[src/rtl/div_iter_unit_pkg.sv]
// Shared types and helpers for the iterative divider.
package div_iter_unit_pkg;

  typedef enum logic [1:0] {
    DIV_ST_IDLE = 2'd0,
    DIV_ST_CALC = 2'd1,
    DIV_ST_DONE = 2'd2
  } div_state_e;

  // Step counter width; one spare bit so XLEN-1 always fits.
  function automatic int div_cnt_w(input int xlen);
    return $clog2(xlen) + 1;
  endfunction

endpackage

[src/rtl/div_iter_unit_step.sv]
// One restoring-division iteration: trial subtract of the divisor from the
// partial remainder extended with the next dividend bit.
module div_iter_unit_step #(
  parameter int XLEN = 64
) (
  input  logic [XLEN-1:0] rem_in,
  input  logic [XLEN-1:0] a_in,
  input  logic [XLEN-1:0] b_in,
  output logic [XLEN-1:0] rem_out,
  output logic [XLEN-2:0] a_out,
  output logic            q_bit
);

  logic [XLEN:0] trial;

  // Keep the difference when it does not borrow, otherwise restore the shifted remainder.
  always_comb begin
    trial   = {rem_in, a_in[XLEN-1]} - {1'b0, b_in};
    q_bit   = ~trial[XLEN];
    rem_out = q_bit ? trial[XLEN-1:0] : {rem_in[XLEN-2:0], a_in[XLEN-1]};
    a_out   = a_in[XLEN-2:0];
  end

endmodule

[src/rtl/div_iter_unit.sv]
// Multi-cycle restoring divider for DIV/DIVU/REM/REMU and their W forms.
// Quotient and remainder are produced together behind a valid/ready pair.
//
//  state        | meaning
//  -------------+-----------------------------------------------------------
//  DIV_ST_IDLE  | waiting for an op; in_ready high
//  DIV_ST_CALC  | one restoring step per cycle, count 0..N-1
//  DIV_ST_DONE  | out_valid high, results held until out_ready
module div_iter_unit
  import div_iter_unit_pkg::*;
#(
  parameter int XLEN    = 64,
  parameter bit WORD_EN = 1'b1
) (
  input  logic            clock,
  input  logic            reset,
  input  logic            flush,
  input  logic            in_valid,
  output logic            in_ready,
  input  logic            div_signed,
  input  logic            word_op,
  input  logic [XLEN-1:0] dividend,
  input  logic [XLEN-1:0] divisor,
  output logic            out_valid,
  input  logic            out_ready,
  output logic [XLEN-1:0] quotient,
  output logic [XLEN-1:0] remainder,
  output logic            busy
);

  localparam int HALF  = XLEN / 2;
  localparam int CNT_W = div_cnt_w(XLEN);

  div_state_e state, state_nxt;

  logic             accept;
  logic             word_sel;
  logic [XLEN-1:0]  a_eff, b_eff, abs_a, abs_b, a_load, min_neg;
  logic             sign_a, sign_b, b_zero, ovf;

  logic [XLEN-1:0]  rem_q, a_q, b_q;
  logic [CNT_W-1:0] count, n_last;
  logic             neg_q, neg_r, word_q;

  logic [XLEN-1:0]  step_rem;
  logic [XLEN-2:0]  step_a_sh;
  logic             step_qbit;
  logic [XLEN-1:0]  step_a;

  // Optional negate, then sign-extend from the half-word for W forms.
  function automatic logic [XLEN-1:0] fixup(input logic [XLEN-1:0] v,
                                            input logic neg,
                                            input logic word);
    logic [XLEN-1:0] t;
    t = neg ? -v : v;
    if (word) t = {{HALF{t[HALF-1]}}, t[HALF-1:0]};
    return t;
  endfunction

  assign in_ready  = (state == DIV_ST_IDLE);
  assign out_valid = (state == DIV_ST_DONE);
  assign busy      = (state != DIV_ST_IDLE);
  assign accept    = in_valid && in_ready && !flush;

  // Effective operands, magnitudes and the two short-circuit cases.
  always_comb begin
    word_sel = WORD_EN & word_op;
    if (word_sel) begin
      a_eff   = div_signed ? {{HALF{dividend[HALF-1]}}, dividend[HALF-1:0]}
                           : {{HALF{1'b0}}, dividend[HALF-1:0]};
      b_eff   = div_signed ? {{HALF{divisor[HALF-1]}}, divisor[HALF-1:0]}
                           : {{HALF{1'b0}}, divisor[HALF-1:0]};
      min_neg = {{(HALF+1){1'b1}}, {(HALF-1){1'b0}}};
    end else begin
      a_eff   = dividend;
      b_eff   = divisor;
      min_neg = {1'b1, {(XLEN-1){1'b0}}};
    end
    sign_a = div_signed & a_eff[XLEN-1];
    sign_b = div_signed & b_eff[XLEN-1];
    abs_a  = sign_a ? -a_eff : a_eff;
    abs_b  = sign_b ? -b_eff : b_eff;
    b_zero = (b_eff == '0);
    ovf    = div_signed & (a_eff == min_neg) & (b_eff == '1);
    // W forms run only HALF steps, so the dividend starts in the upper half.
    a_load = word_sel ? {abs_a[HALF-1:0], {HALF{1'b0}}} : abs_a;
  end

  div_iter_unit_step #(.XLEN(XLEN)) u_step (
    .rem_in  (rem_q),
    .a_in    (a_q),
    .b_in    (b_q),
    .rem_out (step_rem),
    .a_out   (step_a_sh),
    .q_bit   (step_qbit)
  );

  assign step_a = {step_a_sh, step_qbit};

  // State register.
  always_ff @(posedge clock) begin
    if (reset) state <= DIV_ST_IDLE;
    else       state <= state_nxt;
  end

  // Next-state logic; flush overrides every transition.
  always_comb begin
    state_nxt = state;
    case (state)
      DIV_ST_IDLE: if (accept) state_nxt = (b_zero || ovf) ? DIV_ST_DONE : DIV_ST_CALC;
      DIV_ST_CALC: if (count == n_last) state_nxt = DIV_ST_DONE;
      DIV_ST_DONE: if (out_ready) state_nxt = DIV_ST_IDLE;
      default:     state_nxt = DIV_ST_IDLE;
    endcase
    if (flush) state_nxt = DIV_ST_IDLE;
  end

  // Operand latch, iteration registers and result registers.
  always_ff @(posedge clock) begin
    if (reset) begin
      rem_q     <= '0;
      a_q       <= '0;
      b_q       <= '0;
      count     <= '0;
      n_last    <= '0;
      neg_q     <= 1'b0;
      neg_r     <= 1'b0;
      word_q    <= 1'b0;
      quotient  <= '0;
      remainder <= '0;
    end else begin
      case (state)
        DIV_ST_IDLE: begin
          if (accept) begin
            rem_q  <= '0;
            a_q    <= a_load;
            b_q    <= abs_b;
            count  <= '0;
            n_last <= word_sel ? CNT_W'(HALF - 1) : CNT_W'(XLEN - 1);
            neg_q  <= sign_a ^ sign_b;
            neg_r  <= sign_a;
            word_q <= word_sel;
            if (b_zero) begin
              quotient  <= '1;
              remainder <= fixup(a_eff, 1'b0, word_sel);
            end else if (ovf) begin
              quotient  <= fixup(a_eff, 1'b0, word_sel);
              remainder <= '0;
            end
          end
        end
        DIV_ST_CALC: begin
          if (!flush) begin
            rem_q <= step_rem;
            a_q   <= step_a;
            count <= count + CNT_W'(1);
            if (count == n_last) begin
              quotient  <= fixup(step_a, neg_q, word_q);
              remainder <= fixup(step_rem, neg_r, word_q);
            end
          end
        end
        default: ;
      endcase
    end
  end

endmodule
[config.mk]
export PLATFORM = sky130hd
export DESIGN_NAME = div_iter_unit
export DESIGN_NICKNAME = d
export VERILOG_FILES = /design/src/rtl/div_iter_unit_pkg.sv /design/src/rtl/div_iter_unit_step.sv /design/src/rtl/div_iter_unit.sv
export SDC_FILE = /design/constraint.sdc
export NUM_CORES = 1
export LEC_CHECK = 0
export ABC_CLOCK_PERIOD_IN_PS = 12000
export BUFFER_PORTS_ARGS = -buffer_cell sky130_fd_sc_hd__buf_2
export CORE_UTILIZATION = 50
export CTS_CLUSTER_DIAMETER = 150
export CTS_CLUSTER_SIZE = 28
export DETAILED_ROUTE_END_ITERATION = 10
export PLACE_DENSITY_LB_ADDON = 0.15
export SYNTH_ARGS = -nofsm -noshare
export SYNTH_HDL_FRONTEND = slang
export SYNTH_SLANG_ARGS = --single-unit
export TNS_END_PERCENT = 20
[constraint.sdc]
create_clock -name clock -period 12 [get_ports clock]
set_clock_uncertainty 0.15 [all_clocks]
set_input_delay 0.6 -clock clock [delete_from_list [all_inputs] [get_ports clock]]
set_output_delay 0.6 -clock clock [all_outputs]
set_load 0.05 [all_outputs]
# After elaboration in Yosys (flattened, before gate mapping)
# Cells that the tools add are included.
# W data, S select, Z words.
[op_classes] add_sub_neg=6 n_bitwise=6 eq_ne=10 reduce_logical=13 mux=41
[op_table] cell="$mux W64" count=27
[op_table] cell="$pmux W64 S2" count=4
[op_table] cell="$neg A64 Y64" count=4
[op_table] cell="$sub A65 B64 Y65" count=1
[op_table] cell="$eq A64 B64 Y1" count=1
[op_table] cell="$eq A64 B64 Y1 const B" count=1
[op_table] cell="$logic_not A64 Y1" count=1
[op_table] cell="$mux W63" count=1
[op_table] cell="$mux W7" count=2
[op_table] cell="$pmux W7 S2" count=1
[op_table] cell="$mux W2" count=4
[op_table] cell="$add A7 B1 Y7 const B" count=1
[op_table] cell="$eq A7 B7 Y1" count=1
[op_table] cell="$mux W6" count=1
[op_table] cell="$pmux W2 S3" count=1
[op_table] cell="$reduce_and A3 Y1" count=2
[op_table] cell="$reduce_and A5 Y1" count=1
[op_table] cell="$and A1 B1 Y1" count=4
[op_table] cell="$ne A2 B1 Y1 const B" count=2
[op_table] cell="$ne A2 B2 Y1 const B" count=2
[op_table] cell="$reduce_bool A2 Y1" count=2
[op_table] cell="$ne A3 B1 Y1 const B" count=1
[op_table] cell="$eq A2 B1 Y1 const B" count=1
[op_table] cell="$eq A2 B2 Y1 const B" count=1
[op_table] cell="other kinds (8)" count=9
[word_totals] out_inout_bits=131 inputBits=135 word_cells=87 ff_bits=339

# Longest topological paths before layout
[logic_depth] ltp_word=9 depth_mapped=30 ltp_nobuf=26

# Hierarchy
# Synthesis repeated with hierarchy kept, for this count alone.
[hier_totals] cells_unflattened=3529 area_unflattened_um2=26289.0
[modules_own_cells] module="div_iter_unit" seq_area_each_um2=6686.4 cells_per_inst=2749 instances=1 area_each_um2=20651.1
[modules_own_cells] module="div_iter_unit_step" seq_area_each_um2=0.0 cells_per_inst=780 instances=1 area_each_um2=5637.9

# Least setup slack after synthesis
# No wires, ideal clock.
[synth_timing] path_type="flip-flop to flip-flop" start="register a_q[63]" end="register remainder[54]" synth_period_minus_slack_ns=6.118 slack_ns=5.882 path_stages_with_launch=30 arrival_ns=5.890 setup_ns=0.078 required_time_ns=11.772 path_cell_list="dfxtp_1 -> inv_1 -> ha_1 -> fa_1 -> nand2b_1 -> a211oi_2 -> o21ai_1 -> o21a_1 -> o21a_2 -> mux2i_4 -> nor2_4 -> inv_2 -> buf_2 -> buf_4 -> clkbuf_1 -> clkbuf_1 -> nor2_1 -> a21oi_1 -> ha_1 -> and2_1 -> nand3_1 -> or4_1 -> nor3_1 -> o21ai_0 -> o41ai_2 -> nand4_1 -> o41ai_1 -> xnor2_1 -> o2111a_1 -> nor3_1"
[synth_via] elab_chain_len=8
[synth_rtl] item="start, declared" line_no="div_iter_unit.sv:41" text="logic [XLEN-1:0] rem_q, a_q, b_q;"
[synth_rtl] item="start signal, assigned" line_no="div_iter_unit.sv:136" text="a_q <= a_load;"
[synth_rtl] item="start signal, assigned" line_no="div_iter_unit.sv:155" text="a_q <= step_a;"
[synth_rtl] item="$sub A65 B64 Y65" line_no="div_iter_unit_step.sv:18" text="trial = {rem_in, a_in[XLEN-1]} - {1'b0, b_in};"
[synth_rtl] item="$mux W64 (*)" line_no="div_iter_unit_step.sv:20" text="rem_out = q_bit ? trial[XLEN-1:0] : {rem_in[XLEN-2:0], a_in[XLEN-1]};"
[synth_rtl] item="$neg A64 Y64" line_no="div_iter_unit.sv:55" text="t = neg ? -v : v;"
[synth_rtl] item="$mux W64 (*)" line_no="div_iter_unit.sv:55"
[synth_rtl] item="$mux W64 (*)" line_no="div_iter_unit.sv:56" text="if (word) t = {{HALF{t[HALF-1]}}, t[HALF-1:0]};"
[synth_rtl] item="$mux W64 (*)" line_no="div_iter_unit.sv:157" text="if (count == n_last) begin"
[synth_rtl] item="$mux W64 (*)" line_no="div_iter_unit.sv:153" text="if (!flush) begin"
[synth_rtl] item="$pmux W64 S2 (*)" line_no="div_iter_unit.sv:132" text="case (state)"
[synth_rtl] item="end signal, assigned" line_no="div_iter_unit.sv:145" text="remainder <= fixup(a_eff, 1'b0, word_sel);"
[synth_rtl] item="end signal, assigned" line_no="div_iter_unit.sv:159" text="remainder <= fixup(step_rem, neg_r, word_q);"
[synth_rtl] item="end, declared" line_no="div_iter_unit.sv:27" text="output logic [XLEN-1:0] remainder,"
# Mark *: on every way between the ends. The rest lies on a longest branch, timed or not. The select of a mux whose other input is x is not followed.
# A chain may end at the register's enable or synchronous reset.

# Worst setup path in the final report
[layout_timing] start="register a_q[63]" end="register remainder[60]"
# Same word-level chain as after synthesis.

==> summary.txt <==
Outcome
  • Run status: finished, final reports clean

STA
  • Crit share post-route: 60.12%
  • Setup TNS: 0 ns
  • Final setup viols: 0
  • Slew headroom: between 10% and 20%
  • Worst slew pin tran: 1.191 ns
  • Final hold violation count: 0
  • Setup repair after global routing missed its margin: false
  • Final slew viol count: 0
  • Tmin final: 7.215 ns
  • Peak Freq: 0.1386 GHz

Drt
  • Routed len/inst: 24.12 um
  • DRT iter0 DRCs: 3,814
  • Via density: 6.619
  • Detailed-route via count: 29,780
  • Drt pass-1 iters: 6
  • Final wirelength: 108,500 um
  • Antenna Nets Post-Route: 0
  • DR DRC count: 0

Worst setup path
  • CP Depth: 26
  • Reg2Reg Launch Point: a_q[63]$_SDFFE_PP0P_
  • CP arrival: 7.57 ns
  • Cells on worst reg2reg path: 26
  • Crit-path max FO: 40
  • R2R Path End: remainder[60]$_SDFFE_PP0P_
  • Slowest CP cell: nor3b_1
  • Worst Setup EP: remainder[60]$_SDFFE_PP0P_
  • Critical Path Start Type: flip-flop
  • Crit end category: flip-flop
  • Cell family with most CP delay: compound AO/OA/AOI/OAI gates
  • WS Path Type: flip-flop to flip-flop
  • Crit path top cell by count: buf_4
  • Origin of the worst setup path: a_q[63]$_SDFFE_PP0P_
  • Worst endpoint required time: 12.35 ns
  • Setup slack, reg-to-reg: 4.79 ns
  • Buf+Inv Stages, Crit Path: 5
  • CP max stage delay: ~0.6 ns

Yosys
  • Syn avg cell area: 7.084 um2
  • FFs w/ async S/R, synth: 0%
  • Syn nets: 3,959
  • Ys flop type: dfxtp_1
  • Post-synth top area cell: dfxtp_1
  • Share of the yosys chip area belonging to registers: roughly a quarter
  • Mapped Area: 0.02659 mm2
  • Netlist cell types: 101
  • Ys Warns: 0
  • Synth Register Bits: 334
  • Count leader, synth: nor2_1
  • Number of synthesized flops with an enable pin: 0
  • Synth top area cells: dfxtp_1, nor2_1, a21oi_1
  • Commonest cells in the netlist: nor2_1, nand2_1, dfxtp_1
  • Yosys top cell area share: 25.15%
  • Mapped Cells: 3,753

Power and ir drop
  • Static Leak: 10.89 nW
  • Max VDD drop: 103.0 uV
  • Sw frac: ~39%
  • Switch Pwr: between 1 and 1.5 mW
  • Power share of the sequential group: 44.4%
  • Power per cell area: 94.68 mW/mm2
  • Pint: 1.660 mW
  • Clock Power Share: 25.1%
  • Combinational power share: 30.4%

Floorplanning
  • Total die area: 0.05410 mm2
  • Placement Rows: 84
  • Core box area: 0.05255 mm2
  • Die height: 232.6 um
  • Initial Utilization: roughly 50%
  • I/O pins: around 270
  • Die W: between 200 and 250 um

Clock tree
  • H-tree levels: 1
  • Post-cts resize count: 0
  • CTS Hold Bufs: 0
  • Total CTS buffers: 16
  • Post-CTS Setup Repair Bufs: 0
  • Clock transition at path regs: 0.12 ns
  • Clk Latency, worst-skew pair: 0.60 ns
  • CTS root buf: clkbuf_16
  • # clock sinks: 334
  • TritonCTS clock tree: done
  • Max clock buf depth: 3

Global routing
  • Met1 global-route usage: 54.72%
  • First-pass GRT wire length: 162,900 um
  • Met3 usage: about 8.0%
  • Most Crowded Layer GR: met2
  • Initial antenna violation count: 5
  • Met2 usage: 57.77%
  • Number of global-route vias before repair: 26,210
  • Gr ovfl total: 0
  • GRT Total Usage: 38.86%
  • Largest net degree at the start of global routing: 93

Final layout
  • Total Nets Final: 4,015
  • Inserted Diodes: 0
  • P&R area growth vs syn: 7.337%
  • Final Non-Filler Cells: 4,499
  • Final core occ: 54.30%
  • Fraction of layout instances using a drive strength above 1: 10.39%

Hold path
  • Hold/Removal Path Class: input pin to flip-flop

Placement
  • DP Cell Count: 4,479
  • Post-DP HPWL: about 83,000 um
  • Port Buffers: 265
  • Placer Congestion: between 1 and 1.5

Run
  • Maxcap violations: 0
placed cells by master (no fill, tap or decap), types with 46 or more instances in the layout:
| master | n |
|---|---|
| a211oi_1 | 91 |
| a21oi_1 | 324 |
| a221oi_1 | 49 |
| a22oi_1 | 46 |
| buf_2 | 263 |
| dfxtp_1 | 332 |
| ha_1 | 70 |
| inv_1 | 111 |
| nand2_1 | 399 |
| nand3_1 | 52 |
| nand4_1 | 64 |
| nor2_1 | 512 |
| nor3_1 | 154 |
| o211ai_1 | 68 |
| o21ai_0 | 228 |
| o31ai_1 | 51 |
| xnor2_1 | 159 |
| xor2_1 | 109 |
registers in the layout, indices dropped and copies added, names as in the netlist:
register   count
b_q           64
state          2
neg_r          1
a_q           64
quotient      64
n_last         2
remainder     64
rem_q         64
neg_q          1
word_q         1
count          7
layer usage:
| layer | wire length, um | share of wire (%) | vias up |
|---|---|---|---|
| met1 | 46530 | 43 | 14020 |
| met4 | 4575 | 4.2 | 4 |
| met2 | 45890 | 42 | 1660 |
| met5 | 29 | 0.027 | - |
| li1 | - | - | 13860 |
| met3 | 11510 | 11 | 234 |
how the worst min path moves through the flow:
stage,start,end,cells past startpoint
after floorplan,b_q[32]$_SDFFE_PP0P_,b_q[32]$_SDFFE_PP0P_,2
after global placement,quotient[10]$_SDFFE_PP0P_,quotient[10]$_SDFFE_PP0P_,2
after detailed placement,b_q[63]$_SDFFE_PP0P_,b_q[63]$_SDFFE_PP0P_,2
after CTS,dividend[21],quotient[21]$_SDFFE_PP0P_,3
after global routing,dividend[21],quotient[21]$_SDFFE_PP0P_,3
final,dividend[7],quotient[7]$_SDFFE_PP0P_,3
final cells by class:
cell class              instances  area, um2
multi-input cells            3037      18450
well taps                     688      860.8
inverters                     114      427.9
flip-flops and latches        334       6689
clock buffers                  17      425.4
repair buffers                306       1647
fillers                      5464      24010
clock inverters                 3      36.28
cell families after synthesis:
family | synth area share, %
flops | 25.15
mux | 1.657
fa+ha+maj | 3.370
simple gates | 24.93
compound gates | 30.40
xor+xnor | 8.829
buf+inv | 5.661
power by group through the flow:
stage	sequential (mW)	clock [mW]	combinational [mW]
floorplan	1.26	0	0.491
global placement	1.22	0	0.796
detailed placement	1.22	0	0.795
finish	1.20	0.679	0.823
global route	1.21	0.711	0.884
CTS	1.20	0.681	0.798
worst min-delay path: stages:
cell and delay (ns):
buf_2 0.15, nand2_1 0.06, a311oi_1 0.07
through the flow:
stage,area [um2],setup slack (ns),hold WS [ns],power [mW]
floorplan,26590,5.882,0.2819,1.747
global placement,28080,5.162,0.2864,2.018
detailed placement,28080,5.004,0.2952,2.019
CTS,28540,4.953,0.1899,2.678
global route,28540,4.231,0.2111,2.800
finish,28540,4.785,0.2056,2.702
Note: power is estimated with default switching activity, not from simulation.
